==> src/rtl/db_arbiter.sv <==
// Two-master round-robin arbiter in front of a single memory port.
// One access at a time: IDLE (arbitrate + latch) -> BUSY (wait for db_ready or
// timeout) -> RESP (one-cycle completion pulse to the granted master).
module db_arbiter #(
  parameter int unsigned TIMEOUT = 255,
  parameter int unsigned AW      = 32
) (
  input  logic          clk,
  input  logic          res,

  // Master 0
  input  logic [AW-1:0] m0_addr,
  input  logic [AW-1:0] m0_dataOut,
  input  logic [1:0]    m0_accessType,
  input  logic [1:0]    m0_memLen,
  input  logic          m0_signed,
  output logic          m0_ready,
  output logic [AW-1:0] m0_dataIn,
  output logic          m0_err,

  // Master 1
  input  logic [AW-1:0] m1_addr,
  input  logic [AW-1:0] m1_dataOut,
  input  logic [1:0]    m1_accessType,
  input  logic [1:0]    m1_memLen,
  input  logic          m1_signed,
  output logic          m1_ready,
  output logic [AW-1:0] m1_dataIn,
  output logic          m1_err,

  // Memory side
  output logic [AW-1:0] db_addr,
  output logic [AW-1:0] db_dataOut,
  output logic [1:0]    db_accessType,
  output logic [1:0]    db_memLen,
  output logic          db_signed,
  input  logic          db_ready,
  input  logic [AW-1:0] db_dataIn
);

  localparam logic [1:0] AccNone  = 2'b00;
  localparam logic [1:0] AccRead  = 2'b01;
  localparam logic [1:0] AccExec  = 2'b11;

  // Last counter value that may still wait; reaching it without db_ready aborts.
  localparam logic [15:0] CntLast = 16'(TIMEOUT - 1);
  localparam logic [15:0] CntMax  = 16'hFFFF;

  typedef enum logic [1:0] {
    StIdle,
    StBusy,
    StResp
  } state_e;

  state_e        state_q, state_d;
  logic          ptr_q, ptr_d;      // 0: m0 has priority, 1: m1 has priority
  logic          grant_q, grant_d;  // master owning the current access
  logic [15:0]   cnt_q, cnt_d;
  logic          err_q, err_d;
  logic [1:0]    acc_q, acc_d;      // access type kept for the response phase

  logic [AW-1:0] addr_q, addr_d;
  logic [AW-1:0] wdata_q, wdata_d;
  logic [1:0]    type_q, type_d;
  logic [1:0]    len_q, len_d;
  logic          sgn_q, sgn_d;

  logic          req0, req1, win;
  logic [AW-1:0] sel_addr, sel_wdata;
  logic [1:0]    sel_type, sel_len;
  logic          sel_sgn;
  logic [AW-1:0] rsp_data;

  // Request decode and round-robin winner; a sole requester always wins.
  always_comb begin
    req0 = (m0_accessType != AccNone);
    req1 = (m1_accessType != AccNone);
    win  = (req0 && req1) ? ptr_q : req1;
    if (win) begin
      sel_addr  = m1_addr;
      sel_wdata = m1_dataOut;
      sel_type  = m1_accessType;
      sel_len   = m1_memLen;
      sel_sgn   = m1_signed;
    end else begin
      sel_addr  = m0_addr;
      sel_wdata = m0_dataOut;
      sel_type  = m0_accessType;
      sel_len   = m0_memLen;
      sel_sgn   = m0_signed;
    end
  end

  // Next-state logic: grant in IDLE, wait/timeout in BUSY, pointer update in RESP.
  always_comb begin
    state_d = state_q;
    ptr_d   = ptr_q;
    grant_d = grant_q;
    cnt_d   = cnt_q;
    err_d   = err_q;
    acc_d   = acc_q;
    addr_d  = addr_q;
    wdata_d = wdata_q;
    type_d  = type_q;
    len_d   = len_q;
    sgn_d   = sgn_q;

    unique case (state_q)
      StIdle: begin
        if (req0 || req1) begin
          grant_d = win;
          addr_d  = sel_addr;
          wdata_d = sel_wdata;
          type_d  = sel_type;
          len_d   = sel_len;
          sgn_d   = sel_sgn;
          acc_d   = sel_type;
          cnt_d   = '0;
          err_d   = 1'b0;
          state_d = StBusy;
        end
      end
      StBusy: begin
        if (db_ready) begin
          err_d   = 1'b0;
          type_d  = AccNone;
          state_d = StResp;
        end else if (cnt_q == CntLast) begin
          err_d   = 1'b1;
          type_d  = AccNone;
          state_d = StResp;
        end else if (cnt_q != CntMax) begin
          cnt_d = cnt_q + 16'd1;
        end
      end
      StResp: begin
        ptr_d   = ~grant_q;
        state_d = StIdle;
      end
      default: begin
        state_d = StIdle;
      end
    endcase
  end

  // State and request registers; synchronous reset aborts any access in flight.
  always_ff @(posedge clk) begin
    if (res) begin
      state_q <= StIdle;
      ptr_q   <= 1'b0;
      grant_q <= 1'b0;
      cnt_q   <= '0;
      err_q   <= 1'b0;
      acc_q   <= AccNone;
      addr_q  <= '0;
      wdata_q <= '0;
      type_q  <= AccNone;
      len_q   <= '0;
      sgn_q   <= 1'b0;
    end else begin
      state_q <= state_d;
      ptr_q   <= ptr_d;
      grant_q <= grant_d;
      cnt_q   <= cnt_d;
      err_q   <= err_d;
      acc_q   <= acc_d;
      addr_q  <= addr_d;
      wdata_q <= wdata_d;
      type_q  <= type_d;
      len_q   <= len_d;
      sgn_q   <= sgn_d;
    end
  end

  // Memory-side outputs come straight from the latched request.
  always_comb begin
    db_addr       = addr_q;
    db_dataOut    = wdata_q;
    db_accessType = type_q;
    db_memLen     = len_q;
    db_signed     = sgn_q;
  end

  // Completion outputs: only the granted master sees anything, and only in RESP.
  always_comb begin
    m0_ready  = 1'b0;
    m0_dataIn = '0;
    m0_err    = 1'b0;
    m1_ready  = 1'b0;
    m1_dataIn = '0;
    m1_err    = 1'b0;
    // Read data is only meaningful for a successful read or fetch.
    rsp_data  = (!err_q && (acc_q == AccRead || acc_q == AccExec)) ? db_dataIn : '0;
    if (state_q == StResp) begin
      if (grant_q) begin
        m1_ready  = 1'b1;
        m1_dataIn = rsp_data;
        m1_err    = err_q;
      end else begin
        m0_ready  = 1'b1;
        m0_dataIn = rsp_data;
        m0_err    = err_q;
      end
    end
  end

endmodule

==> config.mk <==
export PLATFORM = sky130hd
export DESIGN_NAME = db_arbiter
export DESIGN_NICKNAME = d
export VERILOG_FILES = /design/src/rtl/db_arbiter.sv
export SDC_FILE = /design/constraint.sdc
export NUM_CORES = 1
export LEC_CHECK = 0
export ABC_CLOCK_PERIOD_IN_PS = 2600
export CAP_MARGIN = 20
export CORE_MARGIN = 1.5
export CORE_UTILIZATION = 30
export CTS_CLUSTER_DIAMETER = 150
export DETAILED_ROUTE_END_ITERATION = 8
export HOLD_SLACK_MARGIN = 0.08
export PLACE_DENSITY = 0.69
export SYNTH_ARGS = -nofsm -noshare
export SYNTH_HDL_FRONTEND = slang
export SYNTH_SLANG_ARGS = --single-unit
==> constraint.sdc <==
create_clock -name clk -period 2.6 [get_ports clk]
set_clock_uncertainty 0.2 [all_clocks]
set_input_delay 0.52 -clock clk [delete_from_list [all_inputs] [get_ports clk]]
set_output_delay 0.52 -clock clk [all_outputs]
set_load 0.05 [all_outputs]
# == After elaboration in Yosys (flattened, before gate mapping) ==
# Index checks and enable logic that the tools add are counted.
# classes
n_reduce_logical,13
n_eq_ne,11
n_addsub,1
muxes,36
bitwise,1
# op_table
cell,count
32-bit two-way mux,7
16-bit two-way mux,4
16-bit one-hot mux with 2 select lines,1
"16-bit by 1-bit adder with 16-bit output, second input constant",1
"16-bit by 8-bit equality test with 1-bit output, second input constant",1
2-bit two-way mux,8
"16-bit != test, second input constant",1
1-bit two-way mux,13
"2-bit != test, second input constant",4
2-bit one-hot mux with 2 select lines,2
2-bit nonzero test,3
5-bit AND reduction,1
"2-bit by 1-bit equality test with 1-bit output, second input constant",2
"2-bit equality test, second input constant",2
2-bit AND reduction,2
"3-bit != test, second input constant",1
3-bit AND reduction,1
1-bit logical AND,2
2-bit logical NOT,1
1-bit logical OR,2
1-bit one-hot mux with 2 select lines,1
1-bit logical NOT,1
1-bit NOT,1
# totals
wordCells,73
in_bits,173
reg_bits,92

# == Depth between registers and ports, before layout ==
# depth
word_depth,6
ltp_mapped,7

# == Worst setup path after synthesis ==
# No wires, ideal clock.
# synth_timing
path_kind,register -> output
startpoint,reg state_q[1]
endpoint,out m0_dataIn[24]
path_stages_with_launch,5
slack_ps,-20
path_buffers,1
arrival_time_ps,1900
t_required_ps,1880
path_cell_list,dfxtp_1 nand2_1 nor2_1 clkbuf_1 and3_1
# synth_via
elab_chain_cells,2
# synth_rtl
element,line,text
"start, declared",55,"state_e state_q, state_d;"
"start signal, assigned",149,state_q <= StIdle;
"start signal, assigned",161,state_q <= state_d;
2-bit equality test,194,if (state_q == StResp) begin
32-bit two-way mux,194,
"end, declared",18,"output logic [AW-1:0] m0_dataIn,"
# No other way between the ends.

# == Final worst setup path ==
# layout_timing
startpoint,reg state_q[1]
endpoint,out m0_dataIn[26]
# Same word-level chain as after synthesis.

==> summary.md <==
| Metric | Value |
|---|---|
| H-tree depth | `3` |
| Area grow syn2layout | `94.4%` |
| Max-Cap Viols | `0` |
| Site Rows | `45` |
| Post-Synth Simple-Gate Area | `23.3%` |
| Post-CTS Resized | `0` |
| Clock edge transition at the registers on the reported setup and hold paths | `0.07 ns` |
| Worst Setup End Kind | `output pin` |
| Main combinational cell family by area after synthesis | `simple AND/OR/NAND/NOR gates` |
| Post-detail-place hpwl | `13900 microns` |
| Die Y | `128 microns` |
| DR vias/cell | `4.89` |
| Final WL | `17500 microns` |
| Overflow left after global routing | `0` |
| Clock Latency Late Sink | `0.34 ns` |
| I/O Buffers | `309` |
| Dominant synthesized flop cell | `dfxtp_1` |
| Synth async-reset ratio | `0%` |
| CTS Hold Bufs | `0` |
| Met3 wire length | `1210 microns` |
| Critical Path RT | `1.88 ns` |
| Number of global-route vias before repair | `5226` |
| Maximum vdd drop | `0.350 mV` |
| Routed Antenna Nets | `0` |
| Hold Path Class | `reg -> reg` |
| Post-Syn Nets | `716` |
| CP max FO | `35` |
| Synthesized instance count | `541` |
| Tot GR Track Use | `21.0%` |
| Most frequent cells in the layout | `clkdlybuf4s50_1 (240), dfxtp_1 (91), nor2_1 (81)` |
| Drt pass-1 iters | `4` |
| Core area | `15300 sq um` |
| DR top layer | `met4` |
| Mapped cell area | `4710 sq um` |
| Initial antenna violation count | `0` |
| # IOs | `310` |
| Worst slew pin tran | `0.612 ns` |
| Endpoints failing hold | `0` |
| Avg Inst Size Synth | `8.70 sq um` |
| Initial DRC count | `250` |
| Final Max Slew Viols | `0` |
| # clock sinks | `91` |
| Synthesized flop and latch total | `91` |
| Slew headroom | `59.1%` |
| Max Clk Rate | `0.399 GHz` |
| Placed instance area | `8870 sq um` |
| Number of buffers created by CTS | `9` |
| Final Wtd Congestion | `0.851` |
| Mux cell area share after synthesis | `14.2%` |
| First-pass GRT wire length | `27100 microns` |
| Layout cells sized above 1 | `15.6%` |
| Synth Area in Compound Gates | `18.2%` |
| DRC | `0` |
| Root Buffer | `clkbuf_16` |
| PnR Total Power | `4750 uW` |
| Sequential-to-total area share from yosys stat | `38.7%` |
| Synth warn | `0` |
| Status | `finished, final reports clean` |
| Final critical-path required period | `2.51 ns` |
| Post-route cell area | `9150 sq um` |
| Power Density | `519 nW/um^2` |
| Fin Setup TNS | `0 ns` |
| Final setup violation count | `0` |
| Commonest non-fill, non-tap cell in the layout | `clkdlybuf4s50_1` |
| RSZ-0062 raised after global routing | `false` |
| Number of synthesized flops with an enable pin | `0` |
| Final period util | `96.4%` |
| Crit Path Class | `reg -> out` |
| Via count | `5208` |
| Die footprint | `16500 sq um` |
| Library cells used by synthesis | `54` |
| Clk buf depth | `2` |
| Initial Util | `30.9%` |
| Setup repair bufs after CTS | `0` |
| Metal-1 WL | `6890 microns` |
| CP startpoint kind | `register` |
| Met2 wire len | `9050 microns` |
| Antenna Cells | `0` |
| Pin count of the biggest net entering global routing | `65` |
| CTS tree | `yes` |
| Lkg Pwr | `0.00400 uW` |
| Post-Synth Adder-Cell Area | `0.531%` |
| Routed wire per std cell | `16.4 microns` |
| # nets final | `1025` |
| Die W | `128 microns` |
| XOR/XNOR Fraction of Synth Area | `0.186%` |
| CP arrival | `1.79 ns` |
power breakdown:
group	total, uW	internal [uW]	switching, uW	leakage, uW
registers	1660	1560	98.8	0.000753
clock network	1250	666	584	0.000140
logic	1840	769	1070	0.00311
registers in the layout, indices dropped and copies added, names as in the netlist:
name / count
state_q: 2
err_q: 1
db_dataOut: 32
db_addr: 32
grant_q: 1
acc_q: 1
db_accessType: 2
db_signed: 1
ptr_q: 1
cnt_q: 16
db_memLen: 2
stage by stage:
step	hold slack, ns	util (%)	cells	worst slack (ns)
5_1_grt	0.305	60.0	1066	0.0132
3_3_place_gp	0.244	58.1	1050	-0.111
2_1_floorplan	0.232	-	541	0.260
4_1_cts	0.261	60.0	1066	0.0846
3_5_place_dp	0.251	58.1	1050	-0.0783
6_report	0.257	60.0	1066	0.0935
logic make-up after synthesis:
| family | after synthesis |
|---|---|
| xor+xnor | 1 |
| simple gates | 208 |
| mux | 67 |
| buf+inv | 54 |
| compound gates | 118 |
| flops | 91 |
| fa+ha+maj | 2 |
Yosys cell counts, types with 3 or more instances:
cell / instances / area, sq um
clkbuf_1: 25 / 93.8
o21ai_1: 4 / 20.0
o31ai_1: 3 / 22.5
nand2b_1: 5 / 31.3
o311ai_1: 3 / 26.3
nand3_1: 6 / 30.0
mux2i_1: 67 / 671
buf_2: 15 / 75.1
or3_1: 3 / 18.8
dfxtp_1: 91 / 1820
a211oi_1: 68 / 510
nor3_1: 5 / 25.0
nor2_1: 81 / 304
and3_1: 65 / 407
buf_1: 5 / 18.8
nand2_1: 14 / 52.6
a21oi_1: 15 / 75.1
nand4_1: 5 / 31.3
inv_1: 7 / 26.3
a31oi_1: 5 / 31.3
o21ai_0: 5 / 25.0
worst paths after layout:
| path | startpoint | to | slack, ns | depth (start not counted) |
|---|---|---|---|---|
| max | state_q[1] | m0_dataIn[26] | 0.09 | 5 |
| min | acc_q[0] | acc_q[0] | 0.26 | 2 |
| max reg2reg | cnt_q[0] | cnt_q[7] | 0.30 | 7 |
| min reg2reg | acc_q[0] | acc_q[0] | 0.26 | 2 |
routing by layer:
metal / up-vias / track usage, %
li1: 2621 / -
met1: 2377 / 23.8
met2: 184 / 37.7
met3: 26 / 6.43
met4: 0 / 6.01
met5: - / 0
critical path: stages, from the launching register on:
cell,delay [ns]
dfxtp_1,0.47
nand2_1,0.10
nor2_1,0.10
buf_4,0.32
and3_1,0.29
buf_12,0.15
final cells by class:
cell class / count / area (sq um)
clock inverter: 7 / 61.3
fill: 1282 / 6100
sequential: 91 / 1820
clock buffer: 9 / 225
inverter: 7 / 26.3
timing repair buffer: 345 / 4080
tap: 211 / 264
multi-input combinational: 396 / 2680
(Power assumes the default switching activity.)
